### src/rtl/operand_b_stage.sv
// ---------------------------------------------------------------------------
// operand_b_stage
//   Operand-B stage between ID and EX. It selects operand B from the
//   immediate, an EX/WB forwarding path or register-file read data, and
//   registers the result for the function unit behind a valid/ready
//   handshake. A load in EX whose destination is the operand-B register
//   causes a one-cycle stall (HAZ). When the stall ends, the loaded value
//   is taken through the WB forwarding path.
//
// Ports
//   clk, reset             : clock; synchronous active-high reset
//   in_valid / in_ready    : operand handshake from the ID stage
//   B_data, constant, MB   : register read data, immediate, immediate select
//   b_addr                 : register address of operand B
//   ex_wr_en, ex_is_load,
//   ex_wr_addr, ex_result  : register write of the instruction in EX
//   wb_wr_en, wb_wr_addr,
//   wb_result              : register write of the WB stage
//   flush                  : drop the held operand (taken branch/jump)
//   out_valid / out_ready  : operand handshake to the function unit
//   out_data               : registered operand B
//   stall_count            : saturating count of load-use stall cycles
// ---------------------------------------------------------------------------
module operand_b_stage #(
    parameter int WIDTH = 16,
    parameter int AW    = 3,
    parameter int CW    = 8
) (
    input  logic             clk,
    input  logic             reset,
    input  logic             in_valid,
    output logic             in_ready,
    input  logic [WIDTH-1:0] B_data,
    input  logic [WIDTH-1:0] constant,
    input  logic             MB,
    input  logic [AW-1:0]    b_addr,
    input  logic             ex_wr_en,
    input  logic             ex_is_load,
    input  logic [AW-1:0]    ex_wr_addr,
    input  logic [WIDTH-1:0] ex_result,
    input  logic             wb_wr_en,
    input  logic [AW-1:0]    wb_wr_addr,
    input  logic [WIDTH-1:0] wb_result,
    input  logic             flush,
    output logic             out_valid,
    input  logic             out_ready,
    output logic [WIDTH-1:0] out_data,
    output logic [CW-1:0]    stall_count
);

    typedef enum logic {
        RUN = 1'b0,
        HAZ = 1'b1
    } state_e;

    state_e            state_q, state_d;
    logic              out_valid_q, out_valid_d;
    logic [WIDTH-1:0]  out_data_q, out_data_d;
    logic [CW-1:0]     stall_count_q, stall_count_d;

    logic              ex_match;
    logic              wb_match;
    logic              hazard;
    logic              slot_free;
    logic              in_ready_c;
    logic              accept;
    logic [WIDTH-1:0]  sel_data;

    // Source selection and handshake qualifiers
    always_comb begin
        // Address match only counts when the stage actually writes.
        ex_match = ex_wr_en && (ex_wr_addr == b_addr);
        wb_match = wb_wr_en && (wb_wr_addr == b_addr);

        // EX beats WB because EX holds the newer value. A load in EX has no
        // data yet, so it never forwards and raises the hazard instead.
        if (MB) begin
            sel_data = constant;
        end else if (ex_match && !ex_is_load) begin
            sel_data = ex_result;
        end else if (wb_match) begin
            sel_data = wb_result;
        end else begin
            sel_data = B_data;
        end

        hazard     = !MB && in_valid && ex_match && ex_is_load;
        slot_free  = out_ready || !out_valid_q;
        in_ready_c = (state_q == RUN) && !hazard && slot_free && !reset && !flush;
        accept     = in_valid && in_ready_c;
    end

    // State register
    always_ff @(posedge clk) begin
        if (reset) begin
            state_q <= RUN;
        end else begin
            state_q <= state_d;
        end
    end

    // Next-state logic
    always_comb begin
        state_d = state_q;
        case (state_q)
            RUN: begin
                // Stall only once the output slot is free. Otherwise stay in
                // RUN with in_ready low and re-evaluate the next cycle.
                if (hazard && slot_free) begin
                    state_d = HAZ;
                end
            end
            HAZ: begin
                state_d = RUN;
            end
            default: begin
                state_d = RUN;
            end
        endcase
        if (flush) begin
            state_d = RUN;
        end
    end

    // Output and datapath next-values
    always_comb begin
        out_valid_d   = out_valid_q;
        out_data_d    = out_data_q;
        stall_count_d = stall_count_q;

        if (flush) begin
            out_valid_d = 1'b0;
        end else if (accept) begin
            out_valid_d = 1'b1;
            out_data_d  = sel_data;
        end else if (out_ready) begin
            out_valid_d = 1'b0;
        end

        // Saturating counter: it stops at all-ones instead of wrapping.
        if ((state_q == HAZ) && (stall_count_q != '1)) begin
            stall_count_d = stall_count_q + CW'(1);
        end

        in_ready    = in_ready_c;
        out_valid   = out_valid_q;
        out_data    = out_data_q;
        stall_count = stall_count_q;
    end

    // Datapath registers
    always_ff @(posedge clk) begin
        if (reset) begin
            out_valid_q   <= 1'b0;
            out_data_q    <= '0;
            stall_count_q <= '0;
        end else begin
            out_valid_q   <= out_valid_d;
            out_data_q    <= out_data_d;
            stall_count_q <= stall_count_d;
        end
    end

endmodule

### config.mk
export PLATFORM = sky130hd
export DESIGN_NAME = operand_b_stage
export DESIGN_NICKNAME = d
export VERILOG_FILES = /design/src/rtl/operand_b_stage.sv
export SDC_FILE = /design/constraint.sdc
export NUM_CORES = 1
export LEC_CHECK = 0
export ABC_AREA = 0
export CORE_MARGIN = 5
export CORE_UTILIZATION = 42
export DETAILED_ROUTE_END_ITERATION = 8
export PLACE_DENSITY_LB_ADDON = 0.08
export SETUP_SLACK_MARGIN = 0.4
export SLEW_MARGIN = 30
export SYNTH_ARGS = -nofsm -noshare
export SYNTH_HDL_FRONTEND = slang
export SYNTH_SLANG_ARGS = --single-unit
### constraint.sdc
create_clock -name clk -period 2.8 [get_ports clk]
set_input_delay 0.56 -clock clk [delete_from_list [all_inputs] [get_ports clk]]
set_output_delay 0.56 -clock clk [all_outputs]
set_load 0.1 [all_outputs]
==> results of run 1 <==
-- state kept, by name, summed over array words and instances (netlist names) --
signal / cells
stall_count: 8
out_valid: 1
out_data: 16
state_q: 1
-- Yosys cell counts --
library cell,instances
a211oi_1,18
a21oi_1,4
a22oi_1,6
a22oi_2,10
a41oi_1,32
buf_6,1
buf_8,1
clkbuf_1,24
dfxtp_1,26
ha_1,1
inv_1,17
mux2i_1,1
nand2_1,21
nand2b_1,18
nand3_1,4
nand4_1,1
nand4b_1,1
nor2_1,6
nor2b_1,1
nor3_1,2
nor3b_1,16
nor4_1,16
nor4_4,2
o21ai_0,2
o21bai_1,1
o31ai_1,18
o31ai_2,1
or2_1,1
or3_1,2
or4_1,2
xnor2_1,6
xor2_1,8
-- per-stage QoR --
stage	cells	worst slack, ns	instance area [µm²]	hold slack [ns]	utilization, %
finish	447	0.5175	3413	0.5011	67.26
global placement	440	0.1539	3318	0.4831	65.38
detailed placement	440	0.08793	3318	0.4929	65.38
CTS	445	0.4421	3393	0.5041	66.86
global route	447	0.4277	3413	0.5340	67.26
floorplan	270	0.5079	2187	0.6067	-
-- cells by family after synthesis --
group           after synthesis  share of synthesized area (%)
simple gates                 93                          25.79
compound gates               92                          35.38
buf+inv                      43                          8.271
flops                        26                          23.89
xor+xnor                     14                          5.629
mux                           1                         0.4595
fa+ha+maj                     1                         0.5743
-- area by class of cell --
type,instances,share of cell area [%]
well taps,70,2.566
flip-flops and latches,26,15.25
repair buffers,129,34.53
inverters,17,1.870
clock buffers,4,1.613
multi-input cells,201,44.17
-- worst min-delay path by stage --
stage                           startpoint                     endpoint  depth (start not counted)
5_1_grt           out_data[2]$_SDFFE_PP0P_     out_data[2]$_SDFFE_PP0P_                          2
2_1_floorplan           state_q$_SDFF_PP0_  stall_count[4]$_SDFFE_PP0P_                          3
4_1_cts        stall_count[5]$_SDFFE_PP0P_  stall_count[5]$_SDFFE_PP0P_                          2
3_5_place_dp   stall_count[5]$_SDFFE_PP0P_  stall_count[5]$_SDFFE_PP0P_                          2
6_report       stall_count[5]$_SDFFE_PP0P_  stall_count[5]$_SDFFE_PP0P_                          2
3_3_place_gp   stall_count[5]$_SDFFE_PP0P_  stall_count[5]$_SDFFE_PP0P_                          2
-- power by group through the flow --
stage	clock network [µW]	registers, µW	logic, µW
finish	236	401	545
global route	260	403	576
CTS	242	401	542
detailed placement	0	410	543
global placement	0	410	539
floorplan	0	551	190
-- repair_timing --
item / 4_1_cts / 5_1_grt
setup endpoints to repair: 6 / 2
buffers inserted: 1 / 2
resized for setup: 11 / 3
pin swaps: 4 / 2
-- worst min-delay path, cell delays in order, from the launching register on --
cell and delay, ns:
dfxtp_1 0.34, o31ai_1 0.06, a21oi_1 0.06
-- routing by layer --
metal | global-route usage, % | routed length [µm]
met1 | 24.74 | 2878
met2 | 34.81 | 3383
met3 | 1.864 | 420
met4 | 5.648 | 87
met5 | 0 | 0
==> results.sh, run 1 <==
export IMPL_outcome="finished, final reports clean"
export IMPL_die_w_um=82.02
export IMPL_cts_sinks=26
export IMPL_yosysTopAreaCell="dfxtp_1"
export IMPL_fin_crit_sh_pct=81.52
export IMPL_syn_cell_area_um2=2178
export IMPL_r2r_start="stall_count[2]$_SDFFE_PP0P_"
export IMPL_final_nets=461
export IMPL_multi_input_area_um2=1508
export IMPL_hold_path_class="register to register"
export IMPL_core_area_um2=5075
export IMPL_finClkSkew_ns=0.001680
export IMPL_vias=2459
export IMPL_critPathBufInv=2
export IMPL_hold_violations=0
export IMPL_ff_latch_area_um2=520.5
export IMPL_timing_setup_tns_ns=0
export IMPL_synthTopCellsByArea="dfxtp_1 24%, a41oi_1 13%, a211oi_1 6.2%, o31ai_1 6.2%, a22oi_2 5.7%"
export IMPL_drt_total_wl_mm=6.770
export IMPL_die_area_um2=6726
export IMPL_reg2regPathDepth=4
export IMPL_root_buffer="clkbuf_8"
export IMPL_h_tree_depth=1
export IMPL_drive_gt1_share_pct=18.57
export IMPL_synth_distinct_cells=32
export IMPL_clkPwrFrac_pct=20.0
export IMPL_finalWeightedCongestion=0.7895
export IMPL_place_detailed_hpwl_mm=5.432
export IMPL_cts_tree="done"
export IMPL_ioPinCount=108
export IMPL_first_pass_iters=4
export IMPL_worst_path_dominant_cell_family="simple AND/OR/NAND/NOR gates"
export IMPL_area_growth_pct=56.69
export IMPL_seq_area_frac_synth_pct=23.89
export IMPL_final_cell_mix="71 x clkdlybuf4s50_1, 47 x buf_4, 32 x a41oi_1"
export IMPL_clkTransAtPathRegs_ns=0.08
export IMPL_swShare_pct=37.90
export IMPL_cp_cell_sequence="dlygate4sd2_1 -> xor2_2 -> nor4_4 -> nor2_4 -> buf_12"
export IMPL_share_seq_of_total_power_pct=33.9
export IMPL_max_stage_delay_ns=0.39
export IMPL_path_class="input port to output pin"
export IMPL_synth_seq_cells=26
export IMPL_numPortBuffers=107
export IMPL_setup_viol=0
export IMPL_antenna_found_initial=0
export IMPL_cp_arrival_ns=1.72
export IMPL_fillers=476
export IMPL_end_kind="output pin"
export IMPL_startpoint="ex_wr_addr[1]"
export IMPL_endpoint="in_ready"
export IMPL_slew_headroom_pct=51.48
export IMPL_cpMaxStageDelayCell="nor4_4"
export IMPL_period_needed_ns=2.282
export IMPL_r2r_end="stall_count[1]$_SDFFE_PP0P_"
export IMPL_cap_violations=0
export IMPL_drt_iter0_drc=90
export IMPL_rows=26
export IMPL_initial_core_util_pct=42.92
export IMPL_drc=0
export IMPL_syn_inst=270
export IMPL_ant_nets=0
export IMPL_clk_latency_ns=0.27
export IMPL_p_total_uw=1183
export IMPL_worstMarginPinSlew_ns=0.7224
export IMPL_cts_buffers=3
export IMPL_insertedDiodeCount=0
export IMPL_syn_avg_cell_area_um2=8.068
export IMPL_mostFrequentLayoutCell="clkdlybuf4s50_1"
export IMPL_via_per_inst=5.501
export IMPL_ctsHoldBuffers=0
export IMPL_grt_pass1_vias=2293
export IMPL_rsz0062_at_grt="false"
export IMPL_clk_path_buf_depth=2
export IMPL_reg2reg_slack_ns=1.07
export IMPL_worstPathMaxFanout=3
export IMPL_grtUsageTotal_pct=19.53
export IMPL_drv_slew=0
export IMPL_setup_worst_path_start_class="input port"
export IMPL_synth_nets=353
export IMPL_grt_overflow=0
export IMPL_grt_max_degree=33
export IMPL_avgRoutedWirePerCell_um=15.15
export IMPL_p_sw_uw=448.3
export IMPL_yosysWarningCount=0
export IMPL_synth_top_area_share_pct=23.89
export IMPL_crit_required_ns=2.24
export IMPL_cellLeakagePower_uw=0.001291
export IMPL_path_depth=5
export IMPL_irDropWorstVdd_mv=0.1782
export IMPL_die_y_um=82.02
export IMPL_grt_pass1_wl_mm=10.43
export IMPL_max_clock_freq_mhz=438.1
export IMPL_p_per_area_nw_per_um2=346.6
export IMPL_p_comb_share_pct=46.1
export IMPL_power_internal_uw=734.6
Power figures use the tool's default switching activity.
==> run 2: changes to the inputs <==
--- a/config.mk
+++ b/config.mk
@@ -7,7 +7,7 @@
 export LEC_CHECK = 0
 export ABC_AREA = 0
 export CORE_MARGIN = 5
-export CORE_UTILIZATION = 42
+export CORE_UTILIZATION = 41
 export DETAILED_ROUTE_END_ITERATION = 8
 export PLACE_DENSITY_LB_ADDON = 0.08
 export SETUP_SLACK_MARGIN = 0.4
==> constraint.sdc (replaced) <==
create_clock -name clk -period 2.2 [get_ports clk]
set_input_delay 0.44 -clock clk [delete_from_list [all_inputs] [get_ports clk]]
set_output_delay 0.44 -clock clk [all_outputs]
set_load 0.1 [all_outputs]
==> results.sh, run 2 (synthesis gave the netlist of run 1 again) <==
export IMPL_area_growth_pct=83.46
export IMPL_path_class="input port to output pin"
export IMPL_power_internal_uw=1089
export IMPL_cts_sinks=26
export IMPL_grt_overflow=0
export IMPL_antenna_found_initial=0
export IMPL_period_needed_ns=1.971
export IMPL_p_per_area_nw_per_um2=435.1
export IMPL_multi_input_area_um2=1732
export IMPL_core_area_um2=5140
export IMPL_cts_tree="done"
export IMPL_rows=26
export IMPL_p_sw_uw=650.1
export IMPL_end_kind="output pin"
export IMPL_dpl_instance_area_um2=3512
export IMPL_clk_latency_ns=0.27
export IMPL_die_w_um=82.89
export IMPL_drive_gt1_share_pct=36.36
export IMPL_grt_max_degree=33
export IMPL_ioPinCount=108
export IMPL_share_seq_of_total_power_pct=29.0
export IMPL_ff_latch_area_um2=546.8
export IMPL_drt_total_wl_mm=8.377
export IMPL_final_area_um2=3996
export IMPL_finalWeightedCongestion=0.8222
export IMPL_fin_crit_sh_pct=89.57
export IMPL_grt_pass1_vias=2581
export IMPL_finClkSkew_ns=0.002101
export IMPL_slew_headroom_pct=50.25
export IMPL_insertedDiodeCount=0
export IMPL_drv_slew=0
export IMPL_hold_violations=0
export IMPL_place_detailed_hpwl_mm=5.663
export IMPL_cap_violations=0
export IMPL_first_pass_iters=4
export IMPL_via_per_inst=5.776
export IMPL_die_area_um2=6871
export IMPL_p_total_uw=1739
export IMPL_swShare_pct=37.38
export IMPL_grt_pass1_wl_mm=12.15
export IMPL_h_tree_depth=1
export IMPL_final_cell_mix="65 x buf_4, 65 x clkdlybuf4s50_1, 32 x a41oi_1"
export IMPL_ctsHoldBuffers=0
export IMPL_numPortBuffers=107
export IMPL_worstPathMaxFanout=3
export IMPL_clkTransAtPathRegs_ns=0.09
export IMPL_grtUsageTotal_pct=20.49
export IMPL_avgRoutedWirePerCell_um=17.56
export IMPL_clk_path_buf_depth=2
export IMPL_reg2reg_slack_ns=0.53
export IMPL_ant_nets=0
export IMPL_die_y_um=82.89
export IMPL_worstMarginPinSlew_ns=0.7426
export IMPL_irDropWorstVdd_mv=0.2834
export IMPL_fillers=375
export IMPL_p_comb_share_pct=47.7
export IMPL_hold_path_class="register to register"
export IMPL_setup_viol=0
export IMPL_cellLeakagePower_uw=0.001538
export IMPL_rsz0062_at_grt="true"
export IMPL_cts_buffers=3
export IMPL_initial_core_util_pct=42.38
export IMPL_crit_required_ns=1.76
export IMPL_cp_arrival_ns=1.53
export IMPL_largest_register_ffs=16
export IMPL_drt_iter0_drc=194
export IMPL_drc=0
export IMPL_clkPwrFrac_pct=23.2
export IMPL_max_clock_freq_mhz=507.5
export IMPL_setup_worst_path_start_class="input port"
export IMPL_vias=2755
export IMPL_root_buffer="clkbuf_8"
export IMPL_final_nets=491
export IMPL_outcome="finished, final reports clean"
==> run 2: cell count changes in the layout (fill, tap and decap cells not counted), moves of 5 or more <==
| cell | change |
|---|---|
| a211oi_1 | -9 |
| a211oi_2 | +9 |
| buf_12 | +5 |
| buf_4 | +18 |
| buf_6 | +5 |
| clkdlybuf4s50_1 | -6 |
| dfxtp_1 | -9 |
| dfxtp_4 | +6 |
| o31ai_1 | -9 |
| o31ai_2 | +9 |
==> run 2: routing by layer <==
metal,share of wire (%),global-route usage (%),up-vias
met1,40,26.36,1306
li1,-,-,1332
met3,6.0,2.772,12
met2,52,35.35,105
met5,0,0,-
met4,1.7,6.241,0
==> run 2: what timing repair did <==
action / in CTS / in global routing
endpoints found under the setup margin: 18 / 18
gates resized for setup: 33 / 46
pin swaps: 6 / 9
buffers inserted: 15 / 5
gates cloned: 0 / 3
==> run 2: layout make-up <==
| type | instances | share of cell area [%] |
|---|---|---|
| clock buffers | 3 | 1.033 |
| repair buffers | 159 | 37.41 |
| clock inverters | 1 | 0.7514 |
| inverters | 17 | 1.597 |
| flip-flops and latches | 26 | 13.68 |
| well taps | 70 | 2.192 |
| multi-input cells | 201 | 43.33 |
==> run 2: power groups by stage <==
| stage | Combinational [µW] | Sequential (µW) | Clock, µW |
|---|---|---|---|
| floorplan | 245 | 694 | 0 |
| global placement | 730 | 514 | 0 |
| detailed placement | 736 | 514 | 0 |
| CTS | 762 | 504 | 405 |
| global route | 868 | 508 | 427 |
| finish | 830 | 505 | 404 |
==> run 2: final timing paths <==
| path | endpoint | cells past startpoint | startpoint |
|---|---|---|---|
| worst max-delay path | in_ready | 6 | b_addr[2] |
| worst min-delay path | stall_count[6]$_SDFFE_PP0P_ | 1 | stall_count[6]$_SDFFE_PP0P_ |
| worst max register to register | out_data[1]$_SDFFE_PP0P_ | 8 | state_q$_SDFF_PP0_ |
| worst min register to register | stall_count[6]$_SDFFE_PP0P_ | 1 | stall_count[6]$_SDFFE_PP0P_ |
==> run 2: metrics by stage <==
step / util [%] / setup TNS (ns) / setup slack, ns / instances / hold WS, ns
after global placement: 68.04 / -4.959 / -0.4049 / 450 / 0.4509
after detailed placement: 68.33 / -2.479 / -0.2191 / 450 / 0.4563
after floorplan: - / 0 / 0.1911 / 270 / 0.5110
after global routing: 77.75 / 0 / 0.2030 / 477 / 0.5041
final: 77.75 / 0 / 0.2295 / 477 / 0.4770
after CTS: 72.66 / 0 / 0.2429 / 469 / 0.4680
==> run 2: worst max-delay path, cell delays in order <==
cell	delay (ns)
clkdlybuf4s15_2	0.24
buf_6	0.16
xor2_4	0.19
nor4_4	0.23
nor2_4	0.08
buf_12	0.17
